[config.mk]
export PLATFORM = sky130hd
export DESIGN_NAME = sram_out_reader
export DESIGN_NICKNAME = d
export VERILOG_FILES = /design/src/rtl/sram_out_reader.sv
export SDC_FILE = /design/constraint.sdc
export NUM_CORES = 1
export LEC_CHECK = 0
export BUFFER_PORTS_ARGS = -buffer_cell sky130_fd_sc_hd__buf_2
export CAP_MARGIN = 20
export CORE_MARGIN = 4
export CORE_UTILIZATION = 35
export CTS_CLUSTER_DIAMETER = 120
export DETAILED_ROUTE_END_ITERATION = 6
export GPL_TIMING_DRIVEN = 0
export SYNTH_ARGS = -nofsm -noshare
export SYNTH_HDL_FRONTEND = slang
export SYNTH_SLANG_ARGS = --single-unit
[constraint.sdc]
create_clock -name clk -period 12.8 [get_ports clk]
set_input_delay 3.84 -clock clk [delete_from_list [all_inputs] [get_ports clk]]
set_output_delay 3.84 -clock clk [all_outputs]
set_load 0.03 [all_outputs]
[src/rtl/sram_out_reader.sv]
// Drains a programmed run of words from the 16-entry output SRAM into a valid/ready stream.
// Optional `SRAM_OUT_READER_LAST_EN` adds out_last, which marks the final word of a run.
module sram_out_reader #(
  parameter int sram_bit   = 160,
  parameter int FIFO_DEPTH = 4
) (
  input  logic                clk,
  input  logic                reset_n,
  input  logic                start,
  input  logic [3:0]          base_addr,
  input  logic [4:0]          num_words,
  output logic                busy,
  output logic                done,
  output logic                sram_cen,
  output logic                sram_wen,
  output logic [3:0]          sram_a,
  input  logic [sram_bit-1:0] sram_q,
  output logic [sram_bit-1:0] out_data,
  output logic                out_valid,
`ifdef SRAM_OUT_READER_LAST_EN
  output logic                out_last,
`endif
  input  logic                out_ready
);

  localparam int PW = $clog2(FIFO_DEPTH);

  // Stream handshake: a word moves on any rising edge where out_valid & out_ready;
  // while out_valid=1 and out_ready=0, out_valid and out_data hold their values.
  typedef enum logic [1:0] {IDLE, ISSUE, DRAIN, FINISH} state_t;

  state_t              state_q, state_d;
  logic                cen_q, cen_d;
  logic [3:0]          a_q, a_d;
  logic [3:0]          base_q, base_d;
  logic [4:0]          cnt_q, cnt_d;
  logic [4:0]          issued_q, issued_d;
  logic [4:0]          acc_q, acc_d;
  logic                cap_q;
  logic [PW-1:0]       wr_ptr_q, wr_ptr_d;
  logic [PW-1:0]       rd_ptr_q, rd_ptr_d;
  logic [PW:0]         occ_q, occ_d;
  logic [sram_bit-1:0] mem_q [FIFO_DEPTH];

  logic                pop;
  logic                push;
  logic [4:0]          clamp;
  logic [PW:0]         occ_after_pop;
  logic [PW:0]         outstanding;
  logic                credit_ok;

  assign out_valid     = (occ_q != '0);
  assign pop           = out_valid & out_ready;
  assign push          = cap_q;
  assign clamp         = (num_words > 5'd16) ? 5'd16 : num_words;
  assign occ_after_pop = occ_q - {{PW{1'b0}}, pop};
  // Reads in flight: one presented to the SRAM now, one whose data lands this edge.
  assign outstanding   = {{PW{1'b0}}, ~cen_q} + {{PW{1'b0}}, cap_q};
  assign credit_ok     = ({1'b0, occ_after_pop} + {1'b0, outstanding} + 1'b1) <= (PW + 2)'(FIFO_DEPTH);

  assign busy     = (state_q == ISSUE) || (state_q == DRAIN);
  assign done     = (state_q == FINISH);
  assign sram_cen = cen_q;
  assign sram_wen = 1'b1;
  assign sram_a   = a_q;
  assign out_data = out_valid ? mem_q[rd_ptr_q] : '0;
`ifdef SRAM_OUT_READER_LAST_EN
  assign out_last = out_valid && busy && ((acc_q + 5'd1) == cnt_q);
`endif

  always_comb begin
    state_d  = state_q;
    cen_d    = 1'b1;
    a_d      = a_q;
    base_d   = base_q;
    cnt_d    = cnt_q;
    issued_d = issued_q;
    acc_d    = acc_q + {4'd0, pop};
    case (state_q)
      IDLE, FINISH: begin
        state_d = IDLE;
        if (start) begin
          base_d   = base_addr;
          cnt_d    = clamp;
          issued_d = 5'd0;
          acc_d    = 5'd0;
          if (clamp == 5'd0) begin
            state_d = FINISH;
          end else begin
            // The FIFO is empty here, so the first read needs no credit check.
            cen_d    = 1'b0;
            a_d      = base_addr;
            issued_d = 5'd1;
            state_d  = (clamp == 5'd1) ? DRAIN : ISSUE;
          end
        end
      end
      ISSUE: begin
        if (credit_ok) begin
          cen_d    = 1'b0;
          a_d      = base_q + issued_q[3:0];
          issued_d = issued_q + 5'd1;
          if ((issued_q + 5'd1) == cnt_q) state_d = DRAIN;
        end
      end
      DRAIN: begin
        if ((acc_q + {4'd0, pop}) == cnt_q) state_d = FINISH;
      end
      default: state_d = IDLE;
    endcase
  end

  always_comb begin
    wr_ptr_d = wr_ptr_q + {{(PW-1){1'b0}}, push};
    rd_ptr_d = rd_ptr_q + {{(PW-1){1'b0}}, pop};
    occ_d    = occ_q + {{PW{1'b0}}, push} - {{PW{1'b0}}, pop};
  end

  always_ff @(posedge clk or negedge reset_n) begin
    if (!reset_n) begin
      state_q  <= IDLE;
      cen_q    <= 1'b1;
      a_q      <= 4'd0;
      base_q   <= 4'd0;
      cnt_q    <= 5'd0;
      issued_q <= 5'd0;
      acc_q    <= 5'd0;
      cap_q    <= 1'b0;
      wr_ptr_q <= '0;
      rd_ptr_q <= '0;
      occ_q    <= '0;
    end else begin
      state_q  <= state_d;
      cen_q    <= cen_d;
      a_q      <= a_d;
      base_q   <= base_d;
      cnt_q    <= cnt_d;
      issued_q <= issued_d;
      acc_q    <= acc_d;
      cap_q    <= ~cen_q;
      wr_ptr_q <= wr_ptr_d;
      rd_ptr_q <= rd_ptr_d;
      occ_q    <= occ_d;
    end
  end

  // Storage needs no reset: out_data is masked whenever the FIFO is empty.
  always_ff @(posedge clk) begin
    if (push) mem_q[wr_ptr_q] <= sram_q;
  end

endmodule

== Word-level counts from Yosys, hierarchy flattened ==
Memory sizes are Yosys's and may differ from the RTL's.
Cells that the tools add are included.
Storage, ports and cells
  RAM bits: 640
  memories: 1
  word-level logic and storage cells: 73
  latch bits: 0
  memory bits (read-only): 0
  register bits: 34
Memories
  mem_q: words 4, width 160, rd ports 1, clocked after Yosys merged registers in 0, write ports 1, RTL line 43  | logic [sram_bit-1:0] mem_q [FIFO_DEPTH];
Operators by class
  bitwise logic cells: 2
  $add $sub $neg: 11
  divide/modulo/power cells: 0
  equality and inequality tests: 11
  shift-type cells: 0
  $lt $le $gt $ge: 2
  mux-type cells: 25
  multipliers: 0
  reductions and logical operators: 10
Operator list (count)
  160-bit two-way mux: 1
  5-bit two-way mux: 5
  2-bit two-way mux: 6
  4-bit two-way mux: 3
  5-bit == test: 2
  5-bit case mux with 2 select lines: 1
  4-bit case mux with 2 select lines: 1
  1-bit two-way mux: 6
  2-bit inequality test (second input constant): 3
  2-bit case mux with 3 select lines: 1
  3-bit AND reduction: 2
  3-bit by 1-bit subtractor with 3-bit output: 2
  5-bit by 1-bit adder with 5-bit output: 1
  5-bit by 1-bit adder with 5-bit output (second input constant): 1
  5-bit by 1-bit == test with 1-bit output (second input constant): 1
  5-bit greater-than comparator (second input constant): 1
  5-bit logical NOT: 1
  2-bit by 1-bit adder with 2-bit output: 2
  3-bit by 2-bit adder with 4-bit output: 1
  4-bit by 1-bit adder with 4-bit output (second input constant): 1
  4-bit adder: 1
  2-bit == test (second input constant): 2
  4-bit by 3-bit <= comparator with 1-bit output (second input constant): 1
  2-bit by 1-bit inequality test with 1-bit output (second input constant): 2
  other kinds (13): 13

== Longest topological paths before layout ==
Gate-level depths: netlist of run 1.
  depth in word-level cells: 8
  gate-level depth with buffers: 14

== Worst setup path before layout of run 1 ==
OpenSTA, ideal clock, no wires.
  path type: register to register
  start: register cap_q
  end: memory mem_q[1][0], enable pin
  library setup time: 0.908 ns
  period minus slack after synthesis: 12.914 ns
  stages on the path, launching flop included: 3
  arrival: 12.006 ns
  setup slack: -0.114 ns
  path through: dfrtp_1 inv_1 nor3b_1
On the way
  cells in the longest elaborated chain, start to end: 2
Ends and longest elaborated chain
  start: declaration: RTL line 39  | logic cap_q;
  start signal: assignment: RTL line 140  | cap_q <= ~cen_q;
  1-bit two-way mux: RTL line 149  | if (push) mem_q[wr_ptr_q] <= sram_q;
  1-bit two-way mux (not written as such): RTL line 149
  end: declaration: RTL line 43
Every way passes these cells.

== Final worst setup path of run 1 ==
  start: register rd_ptr_q[0]
  end: output port out_data[151]
On the way
  cells in the longest elaborated chain, start to end: 2
Ends and longest elaborated chain
  start: declaration: RTL line 41  | logic [PW-1:0] rd_ptr_q, rd_ptr_d;
  start signal: assignment: RTL line 142  | rd_ptr_q <= rd_ptr_d;
  memory read 4 x 160 bit
  160-bit two-way mux: RTL line 66  | assign out_data = out_valid ? mem_q[rd_ptr_q] : '0;
  end: declaration: RTL line 18  | output logic [sram_bit-1:0] out_data,
Every way passes these cells.

==> results of run 1 <==
==> cells in the mapped netlist (all sizes together), types with 8 or more instances <==
library cell	number
a21oi	17
ha	15
mux4	160
edfxtp	640
inv	23
o21ai	8
dfrtp	33
xnor2	19
nand2	12
nand3	9
buf	33
mux2	12
clkbuf	28
and2	163
nor2	8
==> worst max-delay path, stage by stage (launching register included) <==
cell and delay (ns):
dfrtp_1 0.32, buf_2 0.36, buf_2 0.43, buf_2 0.48, mux4_2 0.55, and2_1 0.20
buf_2 0.19
==> logic make-up after synthesis <==
family | synth area share
simple gates | 0.04805
mux | 0.1441
flops | 0.7677
fa+ha+maj | 0.009476
xor+xnor | 0.008375
buf+inv | 0.01350
compound gates | 0.008662
other cells | 0.0001434
==> layout by cell type (no fill, tap or decap), types with 7 or more instances in the layout <==
cell,count
clkinv_1,10
xnor2_1,19
buf_6,14
and2_1,163
clkbuf_16,73
diode_2,8
nand3_1,9
a21oi_1,15
dfrtp_1,33
ha_1,15
buf_8,15
o21ai_0,8
clkinv_2,14
buf_2,365
edfxtp_1,640
buf_12,7
nand2_1,12
mux4_2,160
clkbuf_1,50
inv_1,23
mux2_2,12
nor2_1,7
==> power by group through the flow <==
stage	combinational, mW	sequential (mW)	clock, mW
finish	3.66	3.15	1.97
floorplan	2.47	3.32	0
global placement	3.57	3.47	0
CTS	3.76	3.16	2.03
global route	3.95	3.20	2.13
detailed placement	3.75	3.20	0
==> path summary, 6_finish.rpt <==
check	endpoint	from	slack (ns)
hold / removal	cap_q$_DFF_PN0_	sram_cen$_DFF_PN1_	0.49
max in group asynchronous	rd_ptr_q[1]$_DFF_PN0_	reset_n	8.95
setup reg to reg	issued_q[0]$_DFFE_PN0P_	occ_q[1]$_DFF_PN0_	8.77
setup / recovery	out_data[151]	rd_ptr_q[0]$_DFF_PN0_	5.82
hold reg to reg	cap_q$_DFF_PN0_	sram_cen$_DFF_PN1_	0.49
min in group asynchronous	sram_a[2]$_DFFE_PN0P_	reset_n	3.33
==> flip-flops by register name, indices dropped and copies added, names as in the netlist <==
signal	cells
base_q	4
cap_q	1
acc_q	5
cnt_q	5
state_q	2
occ_q	3
wr_ptr_q	2
sram_cen	1
issued_q	5
mem_q	640
sram_a	4
rd_ptr_q	2
==> cell type report <==
type | count | area, µm² | area share
diodes | 8 | 20.02 | 0.0006250
plain buffers | 61 | 266.5 | 0.008321
clock buffers | 96 | 1913 | 0.05973
clock inverters | 37 | 356.6 | 0.01113
inverters | 23 | 86.33 | 0.002696
multi-input cells | 461 | 5751 | 0.1795
flip-flops and latches | 674 | 20070 | 0.6267
well taps | 959 | 1200 | 0.03746
repair buffers | 381 | 2365 | 0.07383
==> metrics by stage <==
step	util	hold WS (ns)	cell area (µm²)	setup WS (ns)
final	0.4360	0.4909	32030	5.815
after global routing	0.4358	0.5043	32010	5.566
after CTS	0.4358	0.4859	32010	5.668
after detailed placement	0.4049	0.4701	29740	6.306
after global placement	0.3954	0.4630	29050	-9.491
after floorplan	-	0.4862	26150	0.6647
==> routing by layer <==
metal	vias up	part of all wire	global-route usage	wire length [µm]
met4	22	0.021	0.04047	1190
met3	102	0.078	0.04619	4500
met1	6773	0.42	0.1898	24170
met5	-	0.0024	0	138
met2	354	0.48	0.2420	28030
li1	5830	-	-	-
==> flow_summary.ini, run 1 <==
[status]
status = finished clean

[logic_synthesis]
netlist_area_mm2 = 0.02615
synth_cell_types = 42
synth_edf_count = 640
synth_area_per_cell_um2 = 21.45
synth_top_area_share = 0.7351
syn_nets = 1410
async_reset_ff_frac = 0.05045
synth_cells = 1219
synth_top_flop_cell = edfxtp_1
yosys.area.top_type = edfxtp_1
synth-seq-cells = 674
yosys_warnings = 0
synthTopCellsByArea = edfxtp_1 74%, mux4_2 14%, and2_1 3.9%
yosysSeqAreaShare = 0.7677

[cts]
clk_latency_ns = 0.61
cts_buffer_depth = 3
ctsHoldBuffers = 0
cts_root_buffer = clkbuf_16
cts.sinks = 674
cts_tree = built
cts_resized = 0
cts.clk_slew.worst_paths_ns = 0.06
cts-buffers-inserted = 73
cts_max_level = 3
post_cts_buffers = 0

[floorplanning]
dieHeight_um = 281.3
coreArea_mm2 = 0.07345
die_area_mm2 = 0.07914
core.rowCount = 99
io_pins = 342
initial_core_util = 0.3559
chipWidth_um = 281.3

[run]
cap_violations = 0

[power]
power_density_mw_per_mm2 = 274.5
p_leak_nw = 11.16
p_int_mw = 5.528
power.switching_mw = 3.263
combPwrFrac = 0.417
ir_drop_mv = 0.1543
seq_power_share = 0.359
report.power.total_mw = 8.792
clkPwrFrac = 0.225
p_sw_frac = 0.3712

[global_route]
grt_pass1_wl_um = 87250
overflow = 0
grt_pass1_vias = 14230
antenna_found_initial = 18
grt_usage = 0.1469
grt_max_degree = 54

[cells_and_area]
fin_cells = 2700
syn_to_final_growth_pct = 22.50
drive_gt1_frac = 0.3999
fillers = 6440
fin_nets = 1866

[sta]
tightest_slew_ns = 1.007
tns_ns = 0
slew_viol_final = 0
period_minus_slack_ns = 6.985
relSlewSlack = 0.3253
rsz0062_at_grt = no
setup_viol = 0
post-route-period-util = 0.5457
hold_viol = 0
final.setup_skew_ns = 0.02255
max_freq_mhz = 143.2

[placed_design]
hpwl_um = 39690
placed_cells = 2559
gp_congestion = 0.7436
port-buffer-count = 339

[worst_setup_path]
worst_setup_path_start_kind = flip-flop
critPathCaptureType = output pin
cp_max_fo = 10
crit_type = flip-flop to output pin
ff2ff_path_depth = 13
crit_required_ns = 8.96
cp.arrival_ns = 3.14

[detailed_routing]
drtIter0Drc = 687
dr.pass1.iters = 5
drt-total-wl_um = 58030
wl_per_cell_um = 21.49
ant_nets = 0
vias = 13080
drc = 0
vias_per_cell = 4.845

[hold_path]
holdPathStages = 1
min_path_type = flip-flop to flip-flop
(Power assumes the default switching activity.)
==> run 2, diff against run 1 <==
Clock period 12.8 ns to 6.24 ns, I/O delays scaled along.
==> flow_summary.ini, run 2 (synthesis gave the netlist of run 1 again) <==
[status]
status = finished clean

[worst_setup_path]
crit_required_ns = 4.37
cp_max_fo = 10
r2r-end = issued_q[0]$_DFFE_PN0P_
cpMostUsedCell = buf_2
path_cells = buf_2 > buf_2 > buf_2 > mux4_2 > and2_1 > buf_2
cp.depth = 6
slowest_delay_ns = 0.54
cp.arrival_ns = 3.11
worst_setup_path_start_kind = flip-flop
ff2ff_path_depth = 13
cp_slowest_cell = mux4_2
crit_type = flip-flop to output pin
critPathCaptureType = output pin
critPathBufInv = 4
timing.rr.start = occ_q[1]$_DFF_PN0_
reg2reg_slack_ns = 2.32
crit_family = buffers and inverters

[cells_and_area]
syn_to_final_growth_pct = 23.66
multi_input_area_mm2 = 0.005757
final-seq-area_mm2 = 0.02007
layout_common_cells = 640 x edfxtp_1, 365 x buf_2, 163 x and2_1, 160 x mux4_2, 75 x clkbuf_16
fillers = 6372
fin_util = 0.4402
fin_cells = 2697
final_common_cell = edfxtp_1
fin_area_mm2 = 0.03233
fin_nets = 1860
largest-register = mem_q
drive_gt1_frac = 0.3979
largest_register_ff_count = 640

[power]
combPwrFrac = 0.412
clkPwrFrac = 0.236
p_int_mw = 11.62
power.switching_mw = 6.797
p_leak_nw = 11.25
seq_power_share = 0.352
p_sw_frac = 0.3690
ir_drop_mv = 0.2900
power_density_mw_per_mm2 = 569.7

[hold_path]
min_path_type = flip-flop to flip-flop
holdPathStages = 1
min_to = cap_q$_DFF_PN0_
hp-start = sram_cen$_DFF_PN1_

[sta]
final.setup_skew_ns = 0.02798
relSlewSlack = 0.4140
post-route-period-util = 0.7983
tightest_slew_ns = 0.8780
rsz0062_at_grt = no
period_minus_slack_ns = 4.981
whs_ns = 0.4845
max_freq_mhz = 200.8
slew_viol_final = 0
hold_viol = 0
finalWorstSetupSlack_ns = 1.259
setup_viol = 0

[global_route]
antenna_found_initial = 18
grt_pass1_wl_um = 88590
grt_pass1_vias = 14270
overflow = 0
grt_usage = 0.1492
grt_max_degree = 54

[placed_design]
port-buffer-count = 339
pre_cts_ws_ns = 1.685
placed_area_mm2 = 0.02983
gp_congestion = 0.7615
hpwl_um = 40170
placed_cells = 2551

[detailed_routing]
ant_nets = 0
drc = 0
drt-total-wl_um = 58820
wl_per_cell_um = 21.81
vias = 13030
vias_per_cell = 4.832
dr.pass1.iters = 4
drtIter0Drc = 668

[cts]
cts_tree = built
post_cts_buffers = 0
cts_resized = 0
cts_buffer_depth = 3
cts_max_level = 3
cts.clk_slew.worst_paths_ns = 0.05
cts_root_buffer = clkbuf_16
cts.sinks = 674
cts-buffers-inserted = 75
clk_latency_ns = 0.62
ctsHoldBuffers = 0

[floorplanning]
core.rowCount = 99
initial_core_util = 0.3559
dieHeight_um = 281.3
chipWidth_um = 281.3
coreArea_mm2 = 0.07345
die_area_mm2 = 0.07914
io_pins = 342

[run]
cap_violations = 0
[run 2: through the flow]
step / TNS [ns] / total power, mW
after CTS: 0 / 18.79
after global placement: -1429.00 / 14.19
after global routing: 0 / 19.45
final: 0 / 18.42
after detailed placement: 0 / 14.36
after floorplan: 0 / 11.74
[run 2: cell type report]
class	count	share of cell area
Tap cell	959	0.03711
Timing Repair Buffer	373	0.07593
Multi-Input combinational cell	461	0.1781
Clock inverter	45	0.01649
Clock buffer	92	0.06002
Antenna cell	9	0.0006966
Buffer	61	0.008243
Sequential cell	674	0.6208
Inverter	23	0.002670
[run 2: layer usage]
metal,global-route usage,up-vias,part of all wire
met2,0.2524,336,0.50
met4,0.03594,16,0.020
met5,0,-,0.0020
li1,-,5815,-
met3,0.05798,96,0.084
met1,0.1817,6769,0.39
[run 2: how the worst max path moves through the flow]
stage | start | end | slack [ns]
after global routing | rd_ptr_q[0]$_DFF_PN0_ | out_data[141] | 0.94
after detailed placement | rd_ptr_q[0]$_DFF_PN0_ | out_data[141] | 1.68
final | rd_ptr_q[0]$_DFF_PN0_ | out_data[141] | 1.26
after global placement | wr_ptr_q[1]$_DFF_PN0_ | mem_q[2][139]$_DFFE_PP_ | -2.70
after CTS | rd_ptr_q[0]$_DFF_PN0_ | out_data[141] | 1.01
after floorplan | wr_ptr_q[1]$_DFF_PN0_ | mem_q[2][0]$_DFFE_PP_ | 1.07
[run 2: power groups by stage]
| stage | sequential (mW) | clock, mW | combinational (mW) |
|---|---|---|---|
| floorplan | 6.68 | 0 | 5.07 |
| finish | 6.48 | 4.35 | 7.59 |
| detailed placement | 6.58 | 0 | 7.78 |
| global placement | 6.85 | 0 | 7.33 |
| CTS | 6.49 | 4.49 | 7.81 |
| global route | 6.56 | 4.70 | 8.18 |
